[config.mk]
export PLATFORM = sky130hd
export DESIGN_NAME = quad_sweep_controller
export DESIGN_NICKNAME = d
export VERILOG_FILES = /design/src/rtl/quad_sweep_pkg.sv /design/src/rtl/quad_sweep_stats.sv /design/src/rtl/quad_sweep_controller.sv
export SDC_FILE = /design/constraint.sdc
export NUM_CORES = 1
export LEC_CHECK = 0
export CELL_PAD_IN_SITES_DETAIL_PLACEMENT = 0
export CELL_PAD_IN_SITES_GLOBAL_PLACEMENT = 2
export CORE_UTILIZATION = 34
export CTS_CLUSTER_SIZE = 30
export DETAILED_ROUTE_END_ITERATION = 10
export PLACE_DENSITY = 0.95
export SYNTH_ARGS = -nofsm -noshare
export SYNTH_HDL_FRONTEND = slang
export SYNTH_SLANG_ARGS = --single-unit
[constraint.sdc]
create_clock -name clock -period 8.43 [get_ports clock]
set_input_delay 1.686 -clock clock [delete_from_list [all_inputs] [get_ports clock]]
set_output_delay 1.686 -clock clock [all_outputs]
set_load 0.005 [all_outputs]
[src/rtl/quad_sweep_pkg.sv]
// -----------------------------------------------------------------------------
// quad_sweep_pkg
//   Shared definitions for the quadratic-solver sweep controller: the FSM state
//   encoding and the default x / result widths, which the solver also uses.
// -----------------------------------------------------------------------------
package quad_sweep_pkg;

    localparam int XW_DEF      = 8;   // width of x, signed
    localparam int RW_DEF      = 16;  // width of solver result, signed
    localparam int TIMEOUT_DEF = 32;  // enable-to-valid budget in cycles
    localparam int CW_DEF      = 9;   // point counter width

    typedef enum logic [2:0] {
        ST_IDLE    = 3'd0,
        ST_ISSUE   = 3'd1,
        ST_WAIT    = 3'd2,
        ST_CAPTURE = 3'd3,
        ST_NEXT    = 3'd4,
        ST_ABORT   = 3'd5,
        ST_DONE    = 3'd6
    } state_t;

endpackage

[src/rtl/quad_sweep_stats.sv]
// -----------------------------------------------------------------------------
// quad_sweep_stats
//   Running statistics over the captured solver results.
//   Ports:
//     clock, reset      clock and synchronous active-high reset
//     clear_i           zero all statistics (new sweep accepted)
//     capture_i         fold result_i / x_i into the statistics
//     result_i, x_i     captured result and the x that produced it (signed)
//     res_min_o/max_o   running signed extremes
//     x_at_min_o/max_o  x of each extreme; first occurrence wins ties
//     points_o          captures so far, saturating at all-ones
// -----------------------------------------------------------------------------
module quad_sweep_stats
    import quad_sweep_pkg::*;
#(
    parameter int XW = XW_DEF,
    parameter int RW = RW_DEF,
    parameter int CW = CW_DEF
) (
    input  logic          clock,
    input  logic          reset,
    input  logic          clear_i,
    input  logic          capture_i,
    input  logic [RW-1:0] result_i,
    input  logic [XW-1:0] x_i,
    output logic [RW-1:0] res_min_o,
    output logic [RW-1:0] res_max_o,
    output logic [XW-1:0] x_at_min_o,
    output logic [XW-1:0] x_at_max_o,
    output logic [CW-1:0] points_o
);

    logic [RW-1:0] min_q, max_q;
    logic [XW-1:0] xmin_q, xmax_q;
    logic [CW-1:0] points_q;

    always_ff @(posedge clock) begin
        if (reset || clear_i) begin
            min_q    <= '0;
            max_q    <= '0;
            xmin_q   <= '0;
            xmax_q   <= '0;
            points_q <= '0;
        end else if (capture_i) begin
            // points_q == 0 marks the first capture of the sweep.
            if (points_q == '0) begin
                min_q  <= result_i;
                max_q  <= result_i;
                xmin_q <= x_i;
                xmax_q <= x_i;
            end else begin
                // Strict compares so the earliest x is kept on ties.
                if ($signed(result_i) < $signed(min_q)) begin
                    min_q  <= result_i;
                    xmin_q <= x_i;
                end
                if ($signed(result_i) > $signed(max_q)) begin
                    max_q  <= result_i;
                    xmax_q <= x_i;
                end
            end
            if (points_q != '1) begin
                points_q <= points_q + CW'(1);
            end
        end
    end

    assign res_min_o  = min_q;
    assign res_max_o  = max_q;
    assign x_at_min_o = xmin_q;
    assign x_at_max_o = xmax_q;
    assign points_o   = points_q;

endmodule

[src/rtl/quad_sweep_controller.sv]
// -----------------------------------------------------------------------------
// quad_sweep_controller
//   Steps x from x_start to x_end (inclusive) by x_step and hands each point
//   to the quadratic solver, collecting min/max/argmin/argmax/count.
//   Ports:
//     clock, reset              clock; synchronous active-high reset
//     start                     1-cycle request, accepted only in IDLE
//     x_start, x_end, x_step    sweep range (signed) and unsigned step (0 => 1)
//     solver_ready/valid/result solver handshake inputs
//     solver_x, solver_enable   point presented to solver and 1-cycle kick
//     busy, done, timeout_err   sweep status; timeout_err is sticky
//     res_min/res_max, x_at_min/x_at_max, points   sweep statistics
//   Handshake: solver_enable pulses for exactly one cycle, only in ISSUE and
//   only while solver_ready is high; solver_x stays stable from ISSUE until
//   the result is captured; solver_valid is honoured only in WAIT.
// -----------------------------------------------------------------------------
module quad_sweep_controller
    import quad_sweep_pkg::*;
#(
    parameter int XW      = XW_DEF,
    parameter int RW      = RW_DEF,
    parameter int TIMEOUT = TIMEOUT_DEF,
    parameter int CW      = CW_DEF
) (
    input  logic          clock,
    input  logic          reset,
    input  logic          start,
    input  logic [XW-1:0] x_start,
    input  logic [XW-1:0] x_end,
    input  logic [XW-1:0] x_step,
    input  logic          solver_ready,
    input  logic          solver_valid,
    input  logic [RW-1:0] solver_result,
    output logic [XW-1:0] solver_x,
    output logic          solver_enable,
    output logic          busy,
    output logic          done,
    output logic          timeout_err,
    output logic [RW-1:0] res_min,
    output logic [RW-1:0] res_max,
    output logic [XW-1:0] x_at_min,
    output logic [XW-1:0] x_at_max,
    output logic [CW-1:0] points
);

    localparam int TW = $clog2(TIMEOUT + 1);
    // Largest positive x, extended by one bit for the overflow-safe compare.
    localparam logic signed [XW:0] X_MAX = {2'b00, {(XW-1){1'b1}}};

    state_t        state_q, state_d;
    logic [XW-1:0] x_q, x_end_q, step_q;
    logic [RW-1:0] result_q;
    logic [TW-1:0] timer_q;
    logic          timeout_err_q;

    logic              start_acc;
    logic              capture;
    logic              more;
    logic signed [XW:0] next_sum;

    // Next x in XW+1 bits so a step past +127 is seen as "past the end"
    // instead of wrapping negative.
    assign next_sum = $signed({x_q[XW-1], x_q}) + $signed({1'b0, step_q});
    assign more     = (next_sum <= $signed({x_end_q[XW-1], x_end_q})) &&
                      (next_sum <= X_MAX);

    always_ff @(posedge clock) begin
        if (reset) begin
            state_q <= ST_IDLE;
        end else begin
            state_q <= state_d;
        end
    end

    always_comb begin
        state_d       = state_q;
        solver_enable = 1'b0;
        start_acc     = 1'b0;
        capture       = 1'b0;
        case (state_q)
            ST_IDLE: begin
                if (start) begin
                    start_acc = 1'b1;
                    state_d   = ST_ISSUE;
                end
            end
            ST_ISSUE: begin
                if (solver_ready) begin
                    solver_enable = 1'b1;
                    state_d       = ST_WAIT;
                end
            end
            ST_WAIT: begin
                if (solver_valid) begin
                    state_d = ST_CAPTURE;
                end else if (timer_q == TW'(TIMEOUT)) begin
                    state_d = ST_ABORT;
                end
            end
            ST_CAPTURE: begin
                capture = 1'b1;
                state_d = ST_NEXT;
            end
            ST_NEXT:  state_d = more ? ST_ISSUE : ST_DONE;
            ST_ABORT: state_d = ST_DONE;
            ST_DONE:  state_d = ST_IDLE;
            default:  state_d = ST_IDLE;
        endcase
    end

    always_ff @(posedge clock) begin
        if (reset) begin
            x_q           <= '0;
            x_end_q       <= '0;
            step_q        <= '0;
            result_q      <= '0;
            timer_q       <= '0;
            timeout_err_q <= 1'b0;
        end else begin
            if (start_acc) begin
                x_q           <= x_start;
                x_end_q       <= x_end;
                step_q        <= (x_step == '0) ? XW'(1) : x_step;
                timeout_err_q <= 1'b0;
            end
            if (state_q == ST_NEXT && more) begin
                x_q <= next_sum[XW-1:0];
            end
            // Timer is zero on every entry into WAIT because it is held
            // cleared in all other states.
            if (state_q == ST_WAIT) begin
                timer_q <= timer_q + TW'(1);
            end else begin
                timer_q <= '0;
            end
            // solver_valid is a single-cycle strobe; hold the result for CAPTURE.
            if (state_q == ST_WAIT && solver_valid) begin
                result_q <= solver_result;
            end
            if (state_q == ST_ABORT) begin
                timeout_err_q <= 1'b1;
            end
        end
    end

    quad_sweep_stats #(
        .XW (XW),
        .RW (RW),
        .CW (CW)
    ) u_stats (
        .clock      (clock),
        .reset      (reset),
        .clear_i    (start_acc),
        .capture_i  (capture),
        .result_i   (result_q),
        .x_i        (x_q),
        .res_min_o  (res_min),
        .res_max_o  (res_max),
        .x_at_min_o (x_at_min),
        .x_at_max_o (x_at_max),
        .points_o   (points)
    );

    assign solver_x    = x_q;
    assign busy        = (state_q != ST_IDLE) && (state_q != ST_DONE);
    assign done        = (state_q == ST_DONE);
    assign timeout_err = timeout_err_q;

endmodule

Word level (Yosys, flattened, before mapping)
Index checks and enable logic that the tools add are counted.
{ "op_classes": {"eq_ne": 12, "n_lt_le_gt_ge": 4, "n_addsub": 3, "n_bitwise": 1, "muxes": 24, "n_reduce_logical": 18} }
{ "op_table": {"columns": ["operator", "count"], "rows": [
  ["two-way mux 16 bit", 4],
  ["two-way mux 8 bit", 7],
  ["one-hot mux 3 bit (6 select lines)", 1],
  ["greater-than comparator 16 bit", 1],
  ["less-than comparator 16 bit", 1],
  ["two-way mux 3 bit", 5],
  ["adder 8 x 9 -> 9 bit", 1],
  ["adder 9 x 1 -> 9 bit, second input constant", 1],
  ["== test 3 bit, second input constant", 3],
  ["less-or-equal comparator 9 x 8 -> 1 bit", 1],
  ["less-or-equal comparator 9 x 8 -> 1 bit, second input constant", 1],
  ["zero test 9 bit", 1],
  ["!= test 9 bit, second input constant", 1],
  ["zero test 8 bit", 1],
  ["nonzero test 2 bit", 4],
  ["two-way mux 1 bit", 7],
  ["adder 6 x 1 -> 6 bit, second input constant", 1],
  ["== test 3 x 2 -> 1 bit, second input constant", 2],
  ["== test 6 bit, second input constant", 1],
  ["!= test 3 bit, second input constant", 2],
  ["AND reduction 2 bit", 3],
  ["logical AND 1 bit", 4],
  ["!= test 2 bit, second input constant", 2],
  ["== test 3 x 1 -> 1 bit, second input constant", 1],
  ["6 further kinds", 6]
]} }
{ "totals": {"output_inout_bits": 69, "wordCells": 74, "reg_bits": 107, "in_bits": 45} }

Logic depth before layout (Yosys ltp)
{ "depth": {"ltp_word": 5, "ltp_mapped": 18, "mapped_depth_nobuf": 17} }

By module
Synthesis repeated with hierarchy kept, for this count alone.
{ "unflattened": {"cells_unflattened": 722, "hier_area_um2": 5923.2} }
{ "by_module_without_submodules": {"columns": ["module", "seq_area_each_um2", "cells_per_inst", "instances", "area_each_um2"], "rows": [
  ["quad_sweep_stats", 1141.1, 378, 1, 3224.3],
  ["quad_sweep_controller", 1001.0, 344, 1, 2698.8]
]} }

Worst setup path after synthesis
No wires, ideal clock.
{ "synth_timing": {"kind": "input to output", "start": "input solver_ready", "end": "output solver_enable", "cell_stages": 1, "slack_ns": 4.906, "arrival_ns": 1.838, "required_ns": 6.744, "n_path_buf": 0, "path_cell_list": "and3_1"} }
{ "synth_between": {"elab_chain_cells": 2} }
{ "synth_lines": {"columns": ["element", "line", "text"], "rows": [
  ["from (decl)", "quad_sweep_controller.sv:31", "input logic solver_ready,"],
  ["two-way mux 1 bit", "quad_sweep_controller.sv:88", "if (solver_ready) begin"],
  ["two-way mux 1 bit", "quad_sweep_controller.sv:80", "case (state_q)"],
  ["to (decl)", "quad_sweep_controller.sv:35", "output logic solver_enable,"]
]} }
No other way between the ends.

Worst setup path after layout
Ends and elaborated chain as after synthesis.

==> flow_metrics.env <==
export IMPL_timing_rr_end="solver_x[1]"
export IMPL_yosys_warnings=0
export IMPL_cpPeakStageDelay_ps=490
export IMPL_worst_setup_path_type="input port to primary output"
export IMPL_synth_avg_cell_area_um2=8.60
export IMPL_clockRootBuffer="clkbuf_16"
export IMPL_fin_nets=912
export IMPL_grt_overflow_total=0
export IMPL_rsz0062_at_grt="no"
export IMPL_cts_buffer_depth=2
export IMPL_place_hpwl_um=11100
export IMPL_critPathTopFamily="buffers and inverters"
export IMPL_antenna_found_initial=0
export IMPL_ff2ff_path_depth=16
export IMPL_path_buf_inv=2
export IMPL_mostFrequentLayoutCell="clkdlybuf4s50_1"
export IMPL_grt_pass1_wl_um=25900
export IMPL_area_growth_pct=23.3
export IMPL_synth_ff_type="dfxtp_1"
export IMPL_avgRoutedWirePerCell_um=15.4
export IMPL_cts_tree="built"
export IMPL_core_area_mm2=0.0180
export IMPL_cp_arrival_ps=2830
export IMPL_slowest_stage="clkdlybuf4s50_1"
export IMPL_hold_depth=2
export IMPL_path_max_fanout=3
export IMPL_first_iter_violations=269
export IMPL_maxSlewViolCount=0
export IMPL_crit_top_cell="clkdlybuf4s50_1"
export IMPL_die_x_um=138
export IMPL_cp_end_kind="primary output"
export IMPL_fmax_mhz=221
export IMPL_worstHoldEndpoint="x_end_q[5]"
export IMPL_setup_violations=0
export IMPL_ctsHoldBuffers=0
export IMPL_clk_latency_ps=350
export IMPL_crit_cells=3
export IMPL_critPathLaunchType="input port"
export IMPL_gp_congestion=0.811
export IMPL_cts_setup_buffers=0
export IMPL_hold_viol_final=0
export IMPL_firstDrtPassIters=4
export IMPL_synthCells=726
export IMPL_io_buffer_count=113
export IMPL_crit_path_start="solver_ready"
export IMPL_vias=5347
export IMPL_synth_area_mm2=0.00624
export IMPL_wl_um=16100
export IMPL_r2r_slack_ps=4570
export IMPL_irDropWorstVdd_mv=0.103
export IMPL_ys_seq_area_share_pct=34.3
export IMPL_critPathRequiredTime_ps=6740
export IMPL_antenna_cells=0
export IMPL_r2r_start="solver_x[0]"
export IMPL_fillCellCount=1861
export IMPL_boundaryPins=114
export IMPL_hold_start="x_end_q[5]"
export IMPL_mostFrequentLayoutCells="clkdlybuf4s50_1, dfxtp_1, nand2_1"
export IMPL_period_share_pct=53.6
export IMPL_cts_inserted_buffers=9
export IMPL_yosys_register_bits=107
export IMPL_rows=49
export IMPL_die_h_um=138
export IMPL_post_route_min_period_ps=4520
export IMPL_synth_nets=824
export IMPL_status="complete, no violations"
export IMPL_fin_skew_ps=4.72
export IMPL_slew_headroom_pct=25.0
export IMPL_fin_area_mm2=0.00770
export IMPL_placed_area_mm2=0.00740
export IMPL_clkTransAtPathRegs_ps=70
export IMPL_grt_pass1_vias=5064
export IMPL_cts_resized=0
export IMPL_final_layout_size_suffix_gt1_share_pct=5.25
export IMPL_synthDistinctLibCells=58
export IMPL_drc=0
export IMPL_cts_sinks=107
export IMPL_synth_edf_count=0
export IMPL_start_util_pct=34.8
export IMPL_p_leak_nw=2.97
export IMPL_grt_use_total_pct=17.7
export IMPL_htreeDepth=3
export IMPL_async_flop_share_pct=0
export IMPL_p_per_area_mw_per_mm2=172
export IMPL_hold_path_class="flip-flop to flip-flop"
export IMPL_die_area_mm2=0.0189
export IMPL_grt_max_degree=82
export IMPL_viasPerCell=5.10
export IMPL_max_cap_violations=0
export IMPL_path_cells="clkdlybuf4s50_1 > and3_1 > clkdlybuf4s50_1"
export IMPL_fin_tns_setup_ps=0
export IMPL_ant_nets=0
export IMPL_worst_pin_slew_ps=1120
worst min-delay path: stages (launching register included):
cell and delay [ps]:
dfxtp_1 310, nand2_1 50, a21oi_1 50
metal layers:
metal	vias to the layer above	GRT usage (%)	share of wire [%]
met3	9	4.27	4.5
met1	2489	23.1	47
met5	-	0	0
met4	0	3.42	0.63
li1	2746	-	-
met2	103	29.6	48
report_power, final:
part	leakage, nW	total, W	switching, W	internal, W
clock	0.144	0.000435	0.000201	0.000234
combinational	1.96	0.000336	0.000192	0.000144
sequential	0.866	0.000556	0.0000299	0.000526
total	2.97	0.00133	0.000423	0.000904
state kept, by name, summed over array words and instances, names as in the netlist, 8 cells and up:
signal and cells:
step_q 8, x_end_q 8, u_stats.x_at_max_o 8, solver_x 8, u_stats.x_at_min_o 8, result_q 16, u_stats.points_o 9, u_stats.res_min_o 16
u_stats.res_max_o 16
per-stage QoR:
step                util [%]  hold WS (ps)  instances  total power [W]  setup WS [ps]
floorplan                  -           430        726         0.000826           4910
global placement        41.2           444       1032         0.000907           3910
detailed placement      41.2           447       1032         0.000907           3920
CTS                     42.9           457       1048          0.00135           3910
global route            42.9           482       1048          0.00140           3860
finish                  42.9           454       1048          0.00133           3910
kinds of logic (layout without fill, tap and decap cells):
kind of cell | after synthesis | count (layout) | share of synthesized area (%)
AND/OR/NAND/NOR | 272 | 272 | 20.9
AO/OA/AOI/OAI | 140 | 140 | 15.8
flip-flops | 107 | 107 | 34.3
buffers and inverters | 92 | 185 | 8.41
adder cells (fa/ha/maj) | 53 | 53 | 10.7
multiplexers | 48 | 48 | 7.69
XOR/XNOR | 14 | 14 | 2.08
worst max path at each step:
| stage | to | slack, ps |
|---|---|---|
| after floorplan | solver_enable | 4910 |
| after global placement | solver_enable | 3910 |
| after detailed placement | solver_enable | 3920 |
| after CTS | solver_enable | 3910 |
| after global routing | solver_enable | 3860 |
| final | solver_enable | 3910 |
final cells by class:
cell class / count / area, um^2 / area share (%)
inverters: 50 / 188 / 2.44
flip-flops and latches: 107 / 2140 / 27.8
repair buffers: 119 / 1170 / 15.2
clock inverters: 6 / 72.6 / 0.943
clock buffers: 10 / 229 / 2.97
multi-input cells: 527 / 3610 / 46.9
well taps: 229 / 287 / 3.72
synthesized netlist by cell type (12+ instances only):
| master | count | area share (%) |
|---|---|---|
| dfxtp_1 | 107 | 34 |
| nand2_1 | 78 | 4.7 |
| nor2_1 | 60 | 3.6 |
| a21oi_1 | 56 | 4.5 |
| nand3_1 | 53 | 4.2 |
| ha_1 | 52 | 10 |
| inv_1 | 50 | 3.0 |
| mux2i_1 | 48 | 7.7 |
| a311o_1 | 24 | 3.8 |
| nor3_1 | 21 | 1.7 |
| clkbuf_1 | 18 | 1.1 |
| a21o_1 | 12 | 1.4 |
| o21ai_0 | 12 | 0.96 |
(Power assumes the default switching activity.)
